==> config.mk <==
export PLATFORM = sky130hd
export DESIGN_NAME = dec_3to8_reg
export DESIGN_NICKNAME = d
export VERILOG_FILES = /design/src/rtl/dec_3to8_reg.sv
export SDC_FILE = /design/constraint.sdc
export NUM_CORES = 1
export LEC_CHECK = 0
export CAP_MARGIN = 20
export CORE_AREA = 2 2 39 41
export DETAILED_ROUTE_END_ITERATION = 8
export DIE_AREA = 0 0 41 43
export GPL_TIMING_DRIVEN = 0
export HOLD_SLACK_MARGIN = 0.08
export PLACE_DENSITY_LB_ADDON = 0.3
export SLEW_MARGIN = 15
export SYNTH_ARGS = -nofsm -noshare
export SYNTH_HDL_FRONTEND = slang
export SYNTH_SLANG_ARGS = --single-unit
==> constraint.sdc <==
create_clock -name clk -period 1.45 [get_ports clk]
set_clock_uncertainty 0.05 [all_clocks]
set_input_delay 0.29 -clock clk [delete_from_list [all_inputs] [get_ports clk]]
set_output_delay 0.29 -clock clk [all_outputs]
set_load 0.05 [all_outputs]
==> src/rtl/dec_3to8_reg.sv <==
// dec_3to8_reg: clocked 3-to-8 one-hot decoder with optional output register, enable, polarity and change flag
module dec_3to8_reg #(
    parameter bit REG_OUT        = 1'b1,
    parameter bit ACTIVE_LOW_OUT = 1'b0
) (
    input  logic       clk,
    input  logic       rst_n,
    input  logic       en,
    input  logic [2:0] a,
    output logic [7:0] y,
    output logic       y_valid,
    output logic       changed
);
    localparam logic [7:0] IDLE = ACTIVE_LOW_OUT ? 8'hFF : 8'h00;
    logic [7:0] one_hot;
    logic [7:0] dec;
    logic [2:0] last_a;
    logic       last_ok;
    always_comb begin
        one_hot = 8'h01 << a;
        dec     = en ? (ACTIVE_LOW_OUT ? ~one_hot : one_hot) : IDLE;
    end
    generate
        if (REG_OUT) begin : g_reg
            always_ff @(posedge clk or negedge rst_n) begin
                if (!rst_n) begin
                    y       <= IDLE;
                    y_valid <= 1'b0;
                end else begin
                    y       <= dec;
                    y_valid <= en;
                end
            end
        end else begin : g_comb
            assign y       = dec;
            assign y_valid = en;
        end
    endgenerate
    // last_ok drops on disabled cycles so the next enabled code always pulses
    always_ff @(posedge clk or negedge rst_n) begin
        if (!rst_n) begin
            changed <= 1'b0;
            last_ok <= 1'b0;
            last_a  <= 3'd0;
        end else begin
            changed <= en && (!last_ok || a != last_a);
            last_ok <= en;
            if (en) last_a <= a;
        end
    end
endmodule

==> metrics.txt, run 1 <==
Clock Pin Slew Worst Setup and Hold Paths=0.07 ns; GPL Wtd Cong=0.713; I/O pin total=16; crit start category=register; routed vias=326; Mean Syn Cell Area=13.0 um2; post-synthesis register bit count=13; CTS tree=built; DR WL met3=94 um; CP Buf/Inv Count=1; multi-input logic area=123 um2; Fmax=749 MHz; crit end category=output pin; WL met2=439 um; number of antenna diodes=0; # Max-Cap Violations=0; highest routed layer=met3; RSZ-0062 raised after global routing=no; First DRT Iteration DRCs=5; clk buf depth=2; Gate Count Post-Synth=35; syn_nets=41; status=finished clean; CTS buffer count=3; die area=1760 um2; grt total ovfl=0; R2R cell count=2; synth unique cells=11; Final Cycle Share=92.1%; largest net degree at the start of global routing=14; Post-Syn Area=455 um2; # hold bufs at CTS=0; R2R setup slack=0.56 ns; static leakage=0.297 nW; reg2reg end=changed; PwrDens=1150 nW/um2; drt first pass iters=6; Register Area=325 um2; max_slew headroom=62.3%; CTS sink cnt=13; CP Max Fanout=2; Initial Util=32.9%; GRT Total Usage=11.9%; Root Buffer=clkbuf_4; first-pass GRT wire length=1.31 mm; Area growth, synth to finish=36.3%; wire per inst=11.9 um; CP peak stage delay=0.37 ns; Placeable Area=1380 um2; setup_tns=0 ns; IR drop worst, VDD=0.626 mV; Final Max Slew Viols=0; Worst Path Arrival=1.00 ns; Die W=41 um; share of layout cells above drive strength 1=27.8%; Buffers on Ports=15; CP max-delay cell=clkdlybuf4s15_2; worst skew pair latency=0.27 ns; drt drc=0; final setup fails=0; critical path type=reg -> out; average vias per placed instance=4.66; worst endpoint required time=1.11 ns; R2R Path Start=last_a[2]; Post-DRT Antenna Nets=0; Final Hold Vio Count=0; Fillers=158; wl on met1=301 um; worst hold slack=0.328 ns; worst path cell trace=clkdlybuf4s15_2; Die Y=43 um; initial antenna violation count=0; post-route cell area=621 um2; family with the most delay on the worst path=buffers and inverters; sequential area share after synthesis=71.4%; final wirelength=834 um; vias in the first global route=292; min cycle time layout=1.34 ns; Post-Place Cell Area=626 um2; row count=14; layout net count=61; HP Class=in -> async; Slew @ Worst Pin=0.563 ns; Max H-tree Level=1; Synth warnings=0
==> logic make-up after synthesis <==
kind of cell / after synthesis / share of synthesized area (%)
compound gates: 2 / 3.02
flops: 13 / 71.4
buf+inv: 2 / 1.65
mux: 2 / 4.94
simple gates: 13 / 13.2
xor+xnor: 3 / 5.77
==> report_power, final <==
part | switching, mW | leakage (nW) | internal, mW | total [mW]
Clock | 0.110 | 0.0150 | 0.107 | 0.216
Sequential | 0.00808 | 0.169 | 0.380 | 0.388
Combinational | 0.0681 | 0.113 | 0.0388 | 0.107
==> routing by layer <==
layer	global-route usage (%)	vias to the layer above
li1	-	150
met1	15.6	157
met2	15.6	19
met3	4.71	0
met4	8.00	0
met5	0	-
==> worst max-delay path by stage <==
stage / startpoint / end / slack [ns] / cells after the start
2_1_floorplan: last_ok / changed / 0.48 / 1
3_3_place_gp: last_ok / y_valid / -0.01 / 1
3_5_place_dp: last_ok / y_valid / -0.01 / 1
4_1_cts: y[4] / y[4] / 0.008 / 1
5_1_grt: last_ok / y_valid / 0.07 / 1
6_report: last_ok / y_valid / 0.11 / 1
==> layout make-up <==
cell class,instances,share of cell area [%]
clock buffer,4,4.23
inverter,2,1.21
multi-input combinational,20,19.8
sequential,13,52.4
tap,16,3.23
timing repair buffer,15,19.2
==> stage by stage <==
step | cells | setup WS, ns | total power [mW] | util, %
detailed placement | 66 | -0.0107 | 0.508 | 45.2
global placement | 66 | -0.0144 | 0.506 | 45.2
floorplan | 35 | 0.477 | 0.457 | -
finish | 70 | 0.115 | 0.711 | 44.8
CTS | 70 | 0.00840 | 0.722 | 47.4
global route | 70 | 0.0730 | 0.744 | 44.8
==> registers in the layout (all words and copies together) (netlist names) <==
register  cells
last_ok       1
changed       1
last_a        3
y             8
==> cells in the final DEF (no fill, tap or decap), drive strengths merged <==
| cell type | synthesis | routed |
|---|---|---|
| clkdlybuf4s50 | 0 | 5 |
| mux2 | 2 | 2 |
| a41oi | 1 | 1 |
| nand2b | 2 | 2 |
| dfrtp | 13 | 13 |
| nor2 | 6 | 6 |
| xnor2 | 3 | 3 |
| clkdlybuf4s15 | 0 | 3 |
| inv | 2 | 2 |
| clkbuf | 0 | 11 |
| nor3 | 2 | 2 |
| nand2 | 2 | 2 |
| or2b | 1 | 1 |
| o21ai | 1 | 1 |
==> cell usage after synthesis (all sizes together) <==
cell type | number | share of area [%]
nand2 | 2 | 1.6
xnor2 | 3 | 5.8
nor3 | 2 | 2.2
o21ai | 1 | 1.1
nand2b | 2 | 2.7
a41oi | 1 | 1.9
mux2 | 2 | 4.9
dfrtp | 13 | 71
nor2 | 6 | 4.9
or2b | 1 | 1.6
inv | 2 | 1.6
==> repair_timing <==
item | 4_1_cts | 5_1_grt
buffers inserted | 0 | 0
endpoints found under the setup margin | 10 | 7
gates resized for setup | 23 | 7
cloned | 0 | 0
No activity file was read; power rests on OpenSTA's default activity.
==> run 2: changes to the inputs <==
==> constraint.sdc (replaced) <==
create_clock -name clk -period 1.5 [get_ports clk]
set_clock_uncertainty 0.05 [all_clocks]
set_input_delay 0.3 -clock clk [delete_from_list [all_inputs] [get_ports clk]]
set_output_delay 0.3 -clock clk [all_outputs]
set_load 0.05 [all_outputs]
==> metrics.txt, run 2 (same netlist as run 1, synthesis figures left out) <==
routed vias=321; Biggest register=y; Max H-tree Level=1; Fmax=688 MHz; post-CTS resize count=11; CP max-delay cell=dlygate4sd2_1; CP Buf/Inv Count=1; crit start category=register; static leakage=0.302 nW; final wirelength=793 um; die area=1760 um2; post-route cell area=646 um2; combinational share of power=15.2%; Final Cycle Share=96.9%; row count=14; CTS sink cnt=13; met3 Usage GRT=4.71%; top flop regs=y: 8 flops, last_a: 3 flops; drt first pass iters=4; Clk pwr share=30.4%; vias in the first global route=293; layout net count=61; average vias per placed instance=4.59; Post-Place Cell Area=626 um2; RSZ-0062 raised after global routing=no; Final Max Slew Viols=0; drt drc=0; Area growth, synth to finish=41.8%; # Max-Cap Violations=0; Internal Power=0.509 mW; CTS tree=built; postcts setup bufs=0; HP Class=in -> async; Clock Pin Slew Worst Setup and Hold Paths=0.07 ns; Slew @ Worst Pin=0.558 ns; most frequent cells in the layout=dfrtp_1 (13), clkdlybuf4s15_1 (8), nor2_1 (6); grt peak-use layer=met2; Initial Util=32.9%; GPL Wtd Cong=0.713; Die Y=43 um; CTS buffer count=3; Worst Path Arrival=1.10 ns; final setup fails=0; # hold bufs at CTS=0; Reg power frac=54.4%; share of layout cells above drive strength 1=11.1%; Buffers on Ports=15; worst path cell trace=dlygate4sd2_1; worst endpoint required time=1.15 ns; clk buf depth=2; GR Util met1=15.6%; CP peak stage delay=0.52 ns; wire per inst=11.3 um; number of antenna diodes=0; grt total ovfl=0; IR drop worst, VDD=0.607 mV; initial antenna violation count=0; switch share=26.1%; CP Max Fanout=1; Fillers=153; min cycle time layout=1.45 ns; worst skew pair latency=0.27 ns; Root Buffer=clkbuf_4; PwrDens=1070 nW/um2; First DRT Iteration DRCs=4; commonest non-fill, non-tap cell in the layout=dfrtp_1; Power, Total=0.689 mW; status=finished clean; Switch Pwr=0.179 mW; max reg flops=8; Post-DRT Antenna Nets=0; family with the most delay on the worst path=buffers and inverters; first-pass GRT wire length=1.31 mm; met2 Resource Use GR=15.6%; Final Hold Vio Count=0; Die W=41 um; GRT Total Usage=11.9%; setup_tns=0 ns; I/O pin total=16; largest net degree at the start of global routing=14; Placeable Area=1380 um2; crit end category=output pin; max_slew headroom=62.7%; critical path type=reg -> out
## run 2: cell count changes in the layout (fill, tap and decap cells not counted)
| cell | change |
|---|---|
| clkdlybuf4s15_2 | -3 |
| dlygate4sd2_1 | +1 |
| clkdlybuf4s15_1 | +8 |
| clkbuf_2 | -6 |
## run 2: stage by stage
| stage | worst slack [ns] | util, % | cells | hold WS [ns] |
|---|---|---|---|---|
| floorplan | 0.527 | - | 35 | -0.0456 |
| global placement | 0.0256 | 45.2 | 66 | 0.429 |
| detailed placement | 0.0293 | 45.2 | 66 | 0.416 |
| CTS | 0.00494 | 46.3 | 70 | 0.351 |
| global route | 0.00348 | 46.7 | 70 | 0.393 |
| finish | 0.0461 | 46.7 | 70 | 0.335 |
## run 2: power groups by stage
stage               logic (mW)  clock network, mW  registers (mW)
global route             0.114              0.230           0.377
finish                   0.105              0.209           0.375
floorplan               0.0281                  0           0.413
detailed placement       0.110                  0           0.382
global placement         0.108                  0           0.381
CTS                      0.106              0.215           0.374
## run 2: cell type report
cell class	instances	area [um2]	area share (%)
timing repair buffer	15	144	22.3
sequential	13	325	50.4
clock buffer	4	26.3	4.07
multi-input combinational	20	123	19.0
tap	16	20.0	3.10
inverter	2	7.51	1.16
## run 2: worst reg2reg max path: stages (launching register included)
cell	delay, ns
dfrtp_1	0.39
xnor2_1	0.17
a41oi_1	0.14
## run 2: final timing paths
path,depth (start not counted),to,startpoint,slack (ns)
hold reg to reg,1,changed,last_ok,0.44
setup reg to reg,2,changed,last_a[2],0.62
min in group clk,1,changed,last_ok,0.44
setup / recovery,1,y[6],y[6],0.05
max in group asynchronous,1,y[5],rst_n,0.70
hold / removal,1,y[1],rst_n,0.34
## run 2: layer usage
metal	part of all wire, %	wire [um]
met1	38	301
met2	52	409
met3	7.8	62
met4	2.4	19
met5	0	0
==> run 3: changes to the inputs <==
--- a/config.mk
+++ b/config.mk
@@ -11,7 +11,8 @@
 export DIE_AREA = 0 0 41 43
 export GPL_TIMING_DRIVEN = 0
 export HOLD_SLACK_MARGIN = 0.08
-export PLACE_DENSITY_LB_ADDON = 0.3
+export PLACE_DENSITY = 0.75
+export SETUP_SLACK_MARGIN = 0.2
 export SLEW_MARGIN = 15
 export SYNTH_ARGS = -nofsm -noshare
 export SYNTH_HDL_FRONTEND = slang
==> metrics.txt, run 3 (same netlist as run 1, synthesis figures left out) <==
GPL Wtd Cong=0.649; I/O pin total=16; clk buf depth=2; largest net degree at the start of global routing=14; end-of-flow core utilization=43.5%; min cycle time layout=1.23 ns; Final Cycle Share=82.1%; Max H-tree Level=1; first-pass GRT wire length=1.20 mm; final setup fails=0; wire per inst=11.2 um; setup_tns=0 ns; row count=14; PwrDens=1130 nW/um2; post-route cell area=602 um2; grt total ovfl=0; CTS buffer count=3; RSZ-0062 raised after global routing=no; Biggest register=y; Fmax=812 MHz; final wirelength=786 um; Die Y=43 um; Post-Place Cell Area=626 um2; DP HPWL=591 um; Post-DRT Antenna Nets=0; critical path type=reg -> out; # hold bufs at CTS=0; vias in the first global route=290; share of layout cells above drive strength 1=27.8%; max reg flops=8; average vias per placed instance=4.33; HP Class=in -> async; CTS sink cnt=13; # Max-Cap Violations=0; Die W=41 um; Buffers on Ports=15; CP Max Fanout=2; drt first pass iters=4; initial antenna violation count=0; GRT Total Usage=11.0%; die area=1760 um2; Root Buffer=clkbuf_4; commonest non-fill, non-tap cell in the layout=dfrtp_1; static leakage=0.304 nW; postcts setup bufs=0; top flop regs=y: 8 flops, last_a: 3 flops; layout net count=61; worst path cell trace=buf_2; crit end category=output pin; most frequent cells in the layout=dfrtp_1 (13), buf_2 (10), nor2_1 (6); Final Max Slew Viols=0; First DRT Iteration DRCs=2; CP max-delay cell=dfrtp_1; worst skew pair latency=0.27 ns; crit start category=register; post-CTS resize count=50; IR drop worst, VDD=0.411 mV; number of antenna diodes=0; status=finished clean; max_slew headroom=62.5%; routed vias=303; drt drc=0; worst endpoint required time=1.15 ns; Power, Total=0.682 mW; CTS tree=built; Area growth, synth to finish=32.1%; family with the most delay on the worst path=flip-flops; Initial Util=32.9%; Clock Pin Slew Worst Setup and Hold Paths=0.07 ns; CP Buf/Inv Count=1; Worst Path Arrival=0.88 ns; CP peak stage delay=0.35 ns; Slew @ Worst Pin=0.560 ns; Placeable Area=1380 um2; Final Hold Vio Count=0
-- run 3: per-layer routing --
layer | up-vias | global-route usage [%] | wire length [um]
li1 | 149 | - | -
met1 | 141 | 10.7 | 285
met3 | 2 | 4.71 | 67
met5 | - | 0 | 0
met2 | 11 | 16.3 | 424
met4 | 0 | 10.0 | 10
-- run 3: final timing paths --
check	start	to	slack, ns	depth (start not counted)
max in group asynchronous	rst_n	last_a[0]	0.69	1
min in group clk	last_ok	changed	0.43	1
hold / removal	rst_n	y[6]	0.33	1
setup / recovery	last_ok	y_valid	0.27	1
setup reg to reg	last_a[1]	changed	0.64	2
hold reg to reg	last_ok	changed	0.43	1
-- run 3: layout make-up --
type	instances	area, um2
sequential	13	325
inverter	2	7.51
fill	138	782
multi-input combinational	20	123
timing repair buffer	15	100
clock buffer	4	26.3
tap	16	20.0
-- run 3: worst register-to-register path: cells and delay by family (launching register included) --
| family | cells | cell delay (ns) |
|---|---|---|
| AO/OA/AOI/OAI | 1 | 0.13 |
| XOR/XNOR | 1 | 0.16 |
| flip-flops | 1 | 0.39 |
-- run 3: stage by stage --
step                instances  hold WS [ns]  setup WS, ns
detailed placement         66         0.423        0.0281
CTS                        70         0.343         0.258
floorplan                  35       -0.0456         0.527
global placement           66         0.413        0.0288
global route               70         0.372         0.244
finish                     70         0.334         0.269
-- run 3: report_power, final --
part	internal (mW)	total (mW)	switching [mW]
combinational	0.0359	0.0998	0.0639
clock	0.103	0.208	0.105
sequential	0.367	0.374	0.00710
